## src/rtl/waycache_ctrl_if.sv

```systemverilog
// Controller-side bus of the way-halting I-cache:
// CPU handshake, tag-compare inputs, refill and tag-write strobes.
interface waycache_ctrl_if;
  logic        cpu_req;
  logic [31:0] cpu_addr;
  logic        flush;
  logic [3:0]  halt_match;
  logic [3:0]  main_match;
  logic        mem_valid;
  logic [3:0]  way_enable;
  logic        cpu_ready;
  logic [1:0]  hit_way;
  logic        cpu_stall;
  logic [31:0] lat_addr;
  logic        mem_req;
  logic [31:0] mem_addr;
  logic        data_we;
  logic [2:0]  refill_word;
  logic        regWrite;
  logic [7:0]  set_dec;
  logic [3:0]  way_dec;

  modport slave (
    input  cpu_req, cpu_addr, flush,
    input  halt_match, main_match, mem_valid,
    output way_enable, cpu_ready, hit_way,
    output cpu_stall, lat_addr, mem_req,
    output mem_addr, data_we, refill_word,
    output regWrite, set_dec, way_dec
  );

  modport master (
    output cpu_req, cpu_addr, flush,
    output halt_match, main_match, mem_valid,
    input  way_enable, cpu_ready, hit_way,
    input  cpu_stall, lat_addr, mem_req,
    input  mem_addr, data_we, refill_word,
    input  regWrite, set_dec, way_dec
  );
endinterface

```

## src/rtl/waycache_ctrl.sv

```systemverilog
// Sequencer for a 4-way, 8-set way-halting I-cache:
// valid/PLRU state, halt gating, refill and tag install.
module waycache_ctrl #(
  parameter int SETS  = 8,
  parameter int WAYS  = 4,
  parameter int BEATS = 8
) (
  input logic           clk,
  input logic           reset,
  waycache_ctrl_if.slave bus
);

  localparam int IW = $clog2(SETS);
  localparam int BW = $clog2(BEATS);
  localparam logic [BW-1:0] LAST_BEAT = BW'(BEATS - 1);
  localparam logic [IW-1:0] LAST_SET  = IW'(SETS - 1);

  typedef enum logic [2:0] {
    IDLE, LOOKUP, REFILL, UPDATE, FLUSH
  } state_t;

  state_t                      state_q, state_d;
  logic [SETS-1:0][WAYS-1:0]   valid_q, valid_d;
  logic [SETS-1:0][2:0]        plru_q, plru_d;
  logic [BW-1:0]               beat_q, beat_d;
  logic [IW-1:0]               fcnt_q, fcnt_d;
  logic [31:0]                 lat_q, lat_d;
  logic [1:0]                  vic_q, vic_d;

  logic [IW-1:0]   idx;
  logic [WAYS-1:0] way_en;
  logic [WAYS-1:0] hit_vec;
  logic            hit;
  logic [1:0]      hit_enc;
  logic [WAYS-1:0] inv;
  logic [1:0]      victim;

  logic            ready;
  logic            stall;
  logic            mreq;
  logic            dwe;
  logic [2:0]      rword;
  logic            rwr;
  logic [7:0]      sdec;
  logic [3:0]      wdec;

  function automatic logic [2:0] plru_upd(
    input logic [2:0] p,
    input logic [1:0] w
  );
    logic [2:0] r;
    r = p;
    if (!w[1]) begin
      r[0] = 1'b1;
      r[1] = (w == 2'd0);
    end else begin
      r[0] = 1'b0;
      r[2] = (w == 2'd2);
    end
    return r;
  endfunction

  assign idx     = lat_q[5 +: IW];
  assign way_en  = (state_q == LOOKUP)
                 ? (valid_q[idx] & bus.halt_match)
                 : '0;
  assign hit_vec = way_en & bus.main_match;
  assign hit     = |hit_vec;

  // Lowest matching way wins if several claim a hit
  always_comb begin
    hit_enc = 2'd0;
    priority case (1'b1)
      hit_vec[0]: hit_enc = 2'd0;
      hit_vec[1]: hit_enc = 2'd1;
      hit_vec[2]: hit_enc = 2'd2;
      hit_vec[3]: hit_enc = 2'd3;
      default:    hit_enc = 2'd0;
    endcase
  end

  // Victim: first free way, else follow the PLRU tree
  always_comb begin
    inv    = ~valid_q[idx];
    victim = 2'd0;
    priority case (1'b1)
      inv[0]: victim = 2'd0;
      inv[1]: victim = 2'd1;
      inv[2]: victim = 2'd2;
      inv[3]: victim = 2'd3;
      default:
        victim = plru_q[idx][0]
               ? {1'b1, plru_q[idx][2]}
               : {1'b0, plru_q[idx][1]};
    endcase
  end

  // Next-state and strobe logic
  always_comb begin
    state_d = state_q;
    valid_d = valid_q;
    plru_d  = plru_q;
    beat_d  = beat_q;
    fcnt_d  = fcnt_q;
    lat_d   = lat_q;
    vic_d   = vic_q;
    ready   = 1'b0;
    stall   = 1'b1;
    mreq    = 1'b0;
    dwe     = 1'b0;
    rword   = 3'd0;
    rwr     = 1'b0;
    sdec    = 8'd0;
    wdec    = 4'd0;
    unique case (state_q)
      IDLE: begin
        stall = 1'b0;
        if (bus.flush) begin
          fcnt_d  = '0;
          state_d = FLUSH;
        end else if (bus.cpu_req) begin
          lat_d   = bus.cpu_addr;
          state_d = LOOKUP;
        end
      end
      LOOKUP: begin
        if (hit) begin
          stall       = 1'b0;
          ready       = 1'b1;
          plru_d[idx] = plru_upd(plru_q[idx], hit_enc);
          state_d     = IDLE;
        end else begin
          vic_d   = victim;
          beat_d  = '0;
          state_d = REFILL;
        end
      end
      REFILL: begin
        mreq = 1'b1;
        if (bus.mem_valid) begin
          dwe    = 1'b1;
          rword  = 3'(beat_q);
          beat_d = beat_q + 1'b1;
          if (beat_q == LAST_BEAT)
            state_d = UPDATE;
        end
      end
      UPDATE: begin
        rwr                 = 1'b1;
        sdec[idx]           = 1'b1;
        wdec[vic_q]         = 1'b1;
        valid_d[idx][vic_q] = 1'b1;
        plru_d[idx]         = plru_upd(plru_q[idx], vic_q);
        state_d             = LOOKUP;
      end
      FLUSH: begin
        valid_d[fcnt_q] = '0;
        plru_d[fcnt_q]  = '0;
        fcnt_d          = fcnt_q + 1'b1;
        if (fcnt_q == LAST_SET)
          state_d = IDLE;
      end
      default: state_d = IDLE;
    endcase
  end

  // State registers with synchronous reset
  always_ff @(posedge clk) begin
    if (reset) begin
      state_q <= IDLE;
      valid_q <= '0;
      plru_q  <= '0;
      beat_q  <= '0;
      fcnt_q  <= '0;
      lat_q   <= '0;
      vic_q   <= '0;
    end else begin
      state_q <= state_d;
      valid_q <= valid_d;
      plru_q  <= plru_d;
      beat_q  <= beat_d;
      fcnt_q  <= fcnt_d;
      lat_q   <= lat_d;
      vic_q   <= vic_d;
    end
  end

  assign bus.way_enable  = way_en;
  assign bus.cpu_ready   = ready;
  assign bus.hit_way     = ready ? hit_enc : 2'd0;
  assign bus.cpu_stall   = stall;
  assign bus.lat_addr    = lat_q;
  assign bus.mem_req     = mreq;
  assign bus.mem_addr    = {lat_q[31:5], 5'b0};
  assign bus.data_we     = dwe;
  assign bus.refill_word = rword;
  assign bus.regWrite    = rwr;
  assign bus.set_dec     = sdec;
  assign bus.way_dec     = wdec;

endmodule

```

## src/flat_wrapper.sv

```systemverilog
// flat-port wrapper written by rule: the top's interface ports become plain ports
module waycache_ctrl_flat 
#(
  parameter int SETS  = 8,
  parameter int WAYS  = 4,
  parameter int BEATS = 8
)
  (clk, reset, bus_cpu_req, bus_cpu_addr, bus_flush, bus_halt_match, bus_main_match, bus_mem_valid, bus_way_enable, bus_cpu_ready, bus_hit_way, bus_cpu_stall, bus_lat_addr, bus_mem_req, bus_mem_addr, bus_data_we, bus_refill_word, bus_regWrite, bus_set_dec, bus_way_dec);
  waycache_ctrl_if bus_i ();
  input logic clk;
  input logic reset;
  input wire logic [$bits(bus_i.cpu_req)-1:0] bus_cpu_req;
  input wire logic [$bits(bus_i.cpu_addr)-1:0] bus_cpu_addr;
  input wire logic [$bits(bus_i.flush)-1:0] bus_flush;
  input wire logic [$bits(bus_i.halt_match)-1:0] bus_halt_match;
  input wire logic [$bits(bus_i.main_match)-1:0] bus_main_match;
  input wire logic [$bits(bus_i.mem_valid)-1:0] bus_mem_valid;
  output wire logic [$bits(bus_i.way_enable)-1:0] bus_way_enable;
  output wire logic [$bits(bus_i.cpu_ready)-1:0] bus_cpu_ready;
  output wire logic [$bits(bus_i.hit_way)-1:0] bus_hit_way;
  output wire logic [$bits(bus_i.cpu_stall)-1:0] bus_cpu_stall;
  output wire logic [$bits(bus_i.lat_addr)-1:0] bus_lat_addr;
  output wire logic [$bits(bus_i.mem_req)-1:0] bus_mem_req;
  output wire logic [$bits(bus_i.mem_addr)-1:0] bus_mem_addr;
  output wire logic [$bits(bus_i.data_we)-1:0] bus_data_we;
  output wire logic [$bits(bus_i.refill_word)-1:0] bus_refill_word;
  output wire logic [$bits(bus_i.regWrite)-1:0] bus_regWrite;
  output wire logic [$bits(bus_i.set_dec)-1:0] bus_set_dec;
  output wire logic [$bits(bus_i.way_dec)-1:0] bus_way_dec;
  assign bus_i.cpu_req = bus_cpu_req;
  assign bus_i.cpu_addr = bus_cpu_addr;
  assign bus_i.flush = bus_flush;
  assign bus_i.halt_match = bus_halt_match;
  assign bus_i.main_match = bus_main_match;
  assign bus_i.mem_valid = bus_mem_valid;
  assign bus_way_enable = bus_i.way_enable;
  assign bus_cpu_ready = bus_i.cpu_ready;
  assign bus_hit_way = bus_i.hit_way;
  assign bus_cpu_stall = bus_i.cpu_stall;
  assign bus_lat_addr = bus_i.lat_addr;
  assign bus_mem_req = bus_i.mem_req;
  assign bus_mem_addr = bus_i.mem_addr;
  assign bus_data_we = bus_i.data_we;
  assign bus_refill_word = bus_i.refill_word;
  assign bus_regWrite = bus_i.regWrite;
  assign bus_set_dec = bus_i.set_dec;
  assign bus_way_dec = bus_i.way_dec;
  waycache_ctrl #(.SETS(SETS), .WAYS(WAYS), .BEATS(BEATS)) u_core (.clk(clk), .reset(reset), .bus(bus_i));
endmodule
```

## config.mk

```make
export PLATFORM = sky130hd
export DESIGN_NAME = waycache_ctrl_flat
export DESIGN_NICKNAME = d
export VERILOG_FILES = /design/src/rtl/waycache_ctrl_if.sv /design/src/rtl/waycache_ctrl.sv /design/src/flat_wrapper.sv
export SDC_FILE = /design/constraint.sdc
export NUM_CORES = 1
export LEC_CHECK = 0
export ABC_CLOCK_PERIOD_IN_PS = 3770
export BUFFER_PORTS_ARGS = -buffer_cell sky130_fd_sc_hd__buf_2
export CELL_PAD_IN_SITES_DETAIL_PLACEMENT = 0
export CELL_PAD_IN_SITES_GLOBAL_PLACEMENT = 1
export CORE_MARGIN = 2
export CORE_UTILIZATION = 30
export DETAILED_ROUTE_END_ITERATION = 10
export GPL_ROUTABILITY_DRIVEN = 0
export PLACE_DENSITY = 0.76
export SLEW_MARGIN = 20
export SYNTH_ARGS = -nofsm -noshare
export SYNTH_HDL_FRONTEND = slang
export SYNTH_SLANG_ARGS = --single-unit
```

## constraint.sdc

```tcl
create_clock -name clk -period 3.77 [get_ports clk]
set_clock_uncertainty 0.05 [all_clocks]
set_input_delay 0.1885 -clock clk [delete_from_list [all_inputs] [get_ports clk]]
set_output_delay 0.1885 -clock clk [all_outputs]
set_load 0.005 [all_outputs]
```

==> results of run 1 <==
[power groups by stage]
stage	Clock [W]	Combinational, W	Sequential (W)
2_1_floorplan	0	0.000234	0.00113
3_3_place_gp	0	0.000328	0.00114
3_5_place_dp	0	0.000328	0.00114
4_1_cts	0.00102	0.000329	0.00112
5_1_grt	0.00105	0.000362	0.00113
6_report	0.000991	0.000330	0.00112
[synth_stat cells (all sizes together), types with 9 or more instances]
cell type	number	share of area
nand2b	11	0.013
clkbuf	38	0.028
a221oi	9	0.015
nor2b	10	0.012
nand2	91	0.067
nor2	77	0.057
o22ai	18	0.022
buf	39	0.057
nand3	15	0.015
a22oi	42	0.062
dfxtp	99	0.39
o21ai	15	0.015
mux2i	16	0.031
a21oi	57	0.057
inv	18	0.013
[layer usage]
layer / track usage / part of all wire / vias up / wire length (µm)
li1: - / - / 2406 / -
met4: 0.0556 / 0.018 / 0 / 287
met1: 0.235 / 0.46 / 2290 / 7330
met2: 0.263 / 0.46 / 154 / 7220
met5: 0 / 0 / - / 0
met3: 0.0321 / 0.061 / 20 / 961
[critical path: cells and delay by family (launching register included)]
family,cells,cell delay (ns)
muxes,1,0.67
and+or+nand+nor,3,0.88
buffers and inverters,2,0.38
DFF,1,0.93
[cell type report]
type	count	area share
clock buffer	12	0.0389
clock inverter	4	0.0123
inverter	19	0.0117
multi-input combinational	448	0.434
sequential	99	0.326
tap	220	0.0453
timing repair buffer	150	0.132
[worst paths after layout]
path / cells after the start / to / start / slack [ns]
setup / recovery: 6 / bus_cpu_stall / u_core.bus.lat_addr[6] / 0.31
hold / removal: 3 / u_core.bus.lat_addr[25] / bus_cpu_addr[25] / 0.02
setup reg to reg: 5 / register / u_core.bus.lat_addr[6] / 0.55
hold reg to reg: 2 / u_core.bus.lat_addr[2] / u_core.bus.lat_addr[2] / 0.40
[per-stage QoR]
step	area, µm²	setup WS, ns	std cells	power (W)	utilization
2_1_floorplan	5110	0.971	643	0.00136	-
3_3_place_gp	5770	0.677	936	0.00147	0.348
3_5_place_dp	5770	0.589	936	0.00147	0.348
4_1_cts	6080	0.317	952	0.00247	0.367
5_1_grt	6080	0.195	952	0.00254	0.367
6_report	6080	0.314	952	0.00244	0.367
[cell families after synthesis]
| family | Yosys count | share of synthesized area |
|---|---|---|
| mux | 26 | 0.0645 |
| fa+ha+maj | 4 | 0.00982 |
| simple gates | 240 | 0.212 |
| buf+inv | 96 | 0.0986 |
| compound gates | 173 | 0.226 |
| flops | 99 | 0.389 |
| other cells | 1 | 0.000735 |
==> summary.txt, run 1 <==
1st-pass router iterations = 4
FP Rows = 47
Clock Root Buffer = clkbuf_16
Hold Fails Final Rpt = 0
CTS tree = done
Slowest-stage cell, CP = dfxtp_1
Worst-path fanout max = 27
Ratio of cells with drive above 1 in the final layout = 0.246
CP Cell Sequence = mux4_2 -> and4_4 -> or4_4 -> buf_4 -> nand2_1 -> buf_2
DRC errors left = 0
Synth warn = 0
CTS hold repair buffers = 0
Vias in the first global route = 4,379
Horiz. Die Dim = 134 µm
Detail Placement HPWL = 11,300 µm
Area Growth Syn to Fin = 19.3%
Critical Path Start Type = register
Worst Hold Margin = 0.0192 ns
Post-Syn Area = 5100 µm²
Total Neg Setup Slack = 0 ns
Tcrit/Tclk final = 0.917
Crit Path Class = reg2out
Commonest cells after routing, fill and taps aside = 129 x buf_2, 99 x dfxtp_1, 90 x nand2_1
Crit path largest cell delay = 0.93 ns
Max clock buf depth = 2
Outcome = finished clean
Initial core utilization = 0.307
Worst skew pair latency = 0.35 ns
Port Buf Inserts = 129
Min cycle time layout = 3.46 ns
Vias per inst = 5.12
Post-Syn Instances = 639
Leakage = 2.53 nW
Total track usage = 0.169
RSZ-0062 raised after global routing = false
Number of nets in the layout = 776
Sequential power share = 0.459
Most common cell after layout, fill and taps aside = buf_2
CTS resizes = 0
Final setup viols = 0
Sw power = 0.000646 W
Seq/Total Area, Yosys = 0.389
Post-CTS setup buffers = 0
Worst slew margin = 0.380
Post-route ant nets = 0
Seq cells post-synth = 99
Fmax achieved = 289 MHz
Die ar. = 18,100 µm²
Pwr/cell area = 402 nW/µm²
Initial antenna violation count = 0
Worst Path Required = 3.53 ns
Average wire per standard cell = 16.6 µm
Switch share = 0.264
First-pass GRT wire length = 24,100 µm
Critical Path Sink Type = output pin
Combinational Power Share = 0.135
Die Ht = 134 µm
Reg area = 1980 µm²
Diodes inserted = 0
Max-slew violations = 0
Total grt overflow = 0
CTS clock-pin slew for the worst setup and hold paths = 0.07 ns
Netlist cell types = 58
CTS sink count = 99
Drt total wl = 15,800 µm
Iter 0 DRT Violations = 296
Int Power = 0.00180 W
Synth Flop Type = dfxtp_1
Core Box Area = 16,600 µm²
Syn avg cell area = 7.98 µm²
VDD IR-drop max = 0.211 mV
Hold Crit Class = in2reg
Fillers = 1,784
Async S/R FF share, synth = 0
CTS Buf Count = 9
Transition time of the tightest slew-check pin = 0.929 ns
I/O pins = 135
DR vias = 4,870
Clock power frac = 0.406
Htree depth = 3
Worst EP arrival = 3.22 ns
Max-Cap Viols = 0
EDFF count, synth = 0
Multi-input gate area = 2640 µm²
Largest net degree at the start of global routing = 40
(Power assumes the default switching activity.)
==> inputs of run 2 (changes only) <==
- MAX_ROUTING_LAYER: default -> met4
==> run 2 against run 1 <==
Net effect: die area unchanged; sequential cell count unchanged; combinational power about the same; setup slack worse by 0.0073 ns; critical path type unchanged; hold slack better by 0.00058 ns; critical path depth unchanged; largest cell class unchanged; via count up 0.25%; wire length down 0.31%.
==> summary.txt, run 2 (synthesis gave the netlist of run 1 again) <==
Worst Path Buf+Inv = 2
Post-route ant nets = 0
Vias per inst = 5.13
FP Rows = 47
Worst-path fanout max = 27
Vias in the first global route = 4,388
Total Neg Setup Slack = 0 ns
Max clock buf depth = 2
Final total power = 0.00244 W
CTS tree = done
Most common cell after layout, fill and taps aside = buf_2
DRC errors left = 0
Post-CTS setup buffers = 0
First-pass GRT wire length = 24,100 µm
1st-pass router iterations = 6
Initial antenna violation count = 0
Tcrit/Tclk final = 0.919
CP Cell Sequence = mux4_2 -> and4_4 -> or4_4 -> buf_4 -> nand2_1 -> buf_2
Critical Path Start Type = register
Hold Crit Class = in2reg
DR vias = 4,882
Transition time of the tightest slew-check pin = 0.935 ns
Worst Path Required = 3.53 ns
VDD IR-drop max = 0.210 mV
CTS sink count = 99
Core Box Area = 16,600 µm²
Number of nets in the layout = 776
Critical Path Sink Type = output pin
CTS clock-pin slew for the worst setup and hold paths = 0.07 ns
Die Ht = 134 µm
Fin area = 6080 µm²
Total track usage = 0.174
Drt total wl = 15,700 µm
Outcome = finished clean
Worst slew margin = 0.376
Max-Cap Viols = 0
Port Buf Inserts = 129
Commonest cells after routing, fill and taps aside = 129 x buf_2, 99 x dfxtp_1, 90 x nand2_1
Clock Root Buffer = clkbuf_16
Placed insts = 936
Worst skew pair latency = 0.35 ns
Die ar. = 18,100 µm²
CTS Buf Count = 9
Fmax achieved = 289 MHz
Htree depth = 3
Slowest-stage cell, CP = dfxtp_1
Average wire per standard cell = 16.5 µm
Initial core utilization = 0.307
Fillers = 1,784
Horiz. Die Dim = 134 µm
Worst EP arrival = 3.22 ns
Crit path largest cell delay = 0.93 ns
Diodes inserted = 0
Final setup viols = 0
R2R depth = 5
Total grt overflow = 0
Worst Hold Depth = 3
CP top delay family = flip-flops
Area Growth Syn to Fin = 19.3%
Max-slew violations = 0
I/O pins = 135
Detail Placement HPWL = 11,300 µm
Iter 0 DRT Violations = 310
CTS hold repair buffers = 0
Min cycle time layout = 3.46 ns
Hold Fails Final Rpt = 0
RSZ-0062 raised after global routing = false
Worst Hold Margin = 0.0198 ns
Largest net degree at the start of global routing = 40
CTS resizes = 0
Ratio of cells with drive above 1 in the final layout = 0.246
Crit Path Class = reg2out
Leakage = 2.53 nW
Post-Place Cell Area = 5770 µm²
Pwr/cell area = 402 nW/µm²
Fin cells = 952
Critical path depth = 6
run 2: layer usage:
layer / share of wire / global-route usage / vias up
met2: 0.46 / 0.263 / 161
met4: 0.019 / 0.0556 / 0
met3: 0.054 / 0.0291 / 25
li1: - / - / 2404
met1: 0.47 / 0.237 / 2292
met5: 0 / - / -
run 2: power breakdown:
group / total [W] / internal, W / switching [W]
Combinational: 0.000330 / 0.000132 / 0.000197
Sequential: 0.00112 / 0.00108 / 0.0000400
Clock: 0.000992 / 0.000583 / 0.000409
Total: 0.00244 / 0.00180 / 0.000646
run 2: worst paths after layout:
check                                            start                 endpoint  slack [ns]
worst max-delay path            u_core.bus.lat_addr[6]            bus_cpu_stall        0.31
worst min-delay path                  bus_cpu_addr[25]  u_core.bus.lat_addr[25]        0.02
worst max register to register  u_core.bus.lat_addr[6]                 register        0.56
worst min register to register  u_core.bus.lat_addr[1]   u_core.bus.lat_addr[1]        0.40
run 2: stage by stage:
stage,util,setup slack (ns)
after floorplan,-,0.971
after global placement,0.348,0.677
after detailed placement,0.348,0.589
after CTS,0.367,0.317
after global routing,0.367,0.195
final,0.367,0.307
run 2: cell type report:
type | instances | area, µm² | share of cell area
multi-input combinational | 448 | 2640 | 0.434
clock buffer | 12 | 236 | 0.0389
inverter | 19 | 71.3 | 0.0117
clock inverter | 4 | 75.1 | 0.0123
tap | 220 | 275 | 0.0453
timing repair buffer | 150 | 803 | 0.132
sequential | 99 | 1980 | 0.326
run 2: worst min-delay path, cell delays in order:
cell	delay [ns]
buf_2	0.09
nand2_1	0.04
a21oi_1	0.05
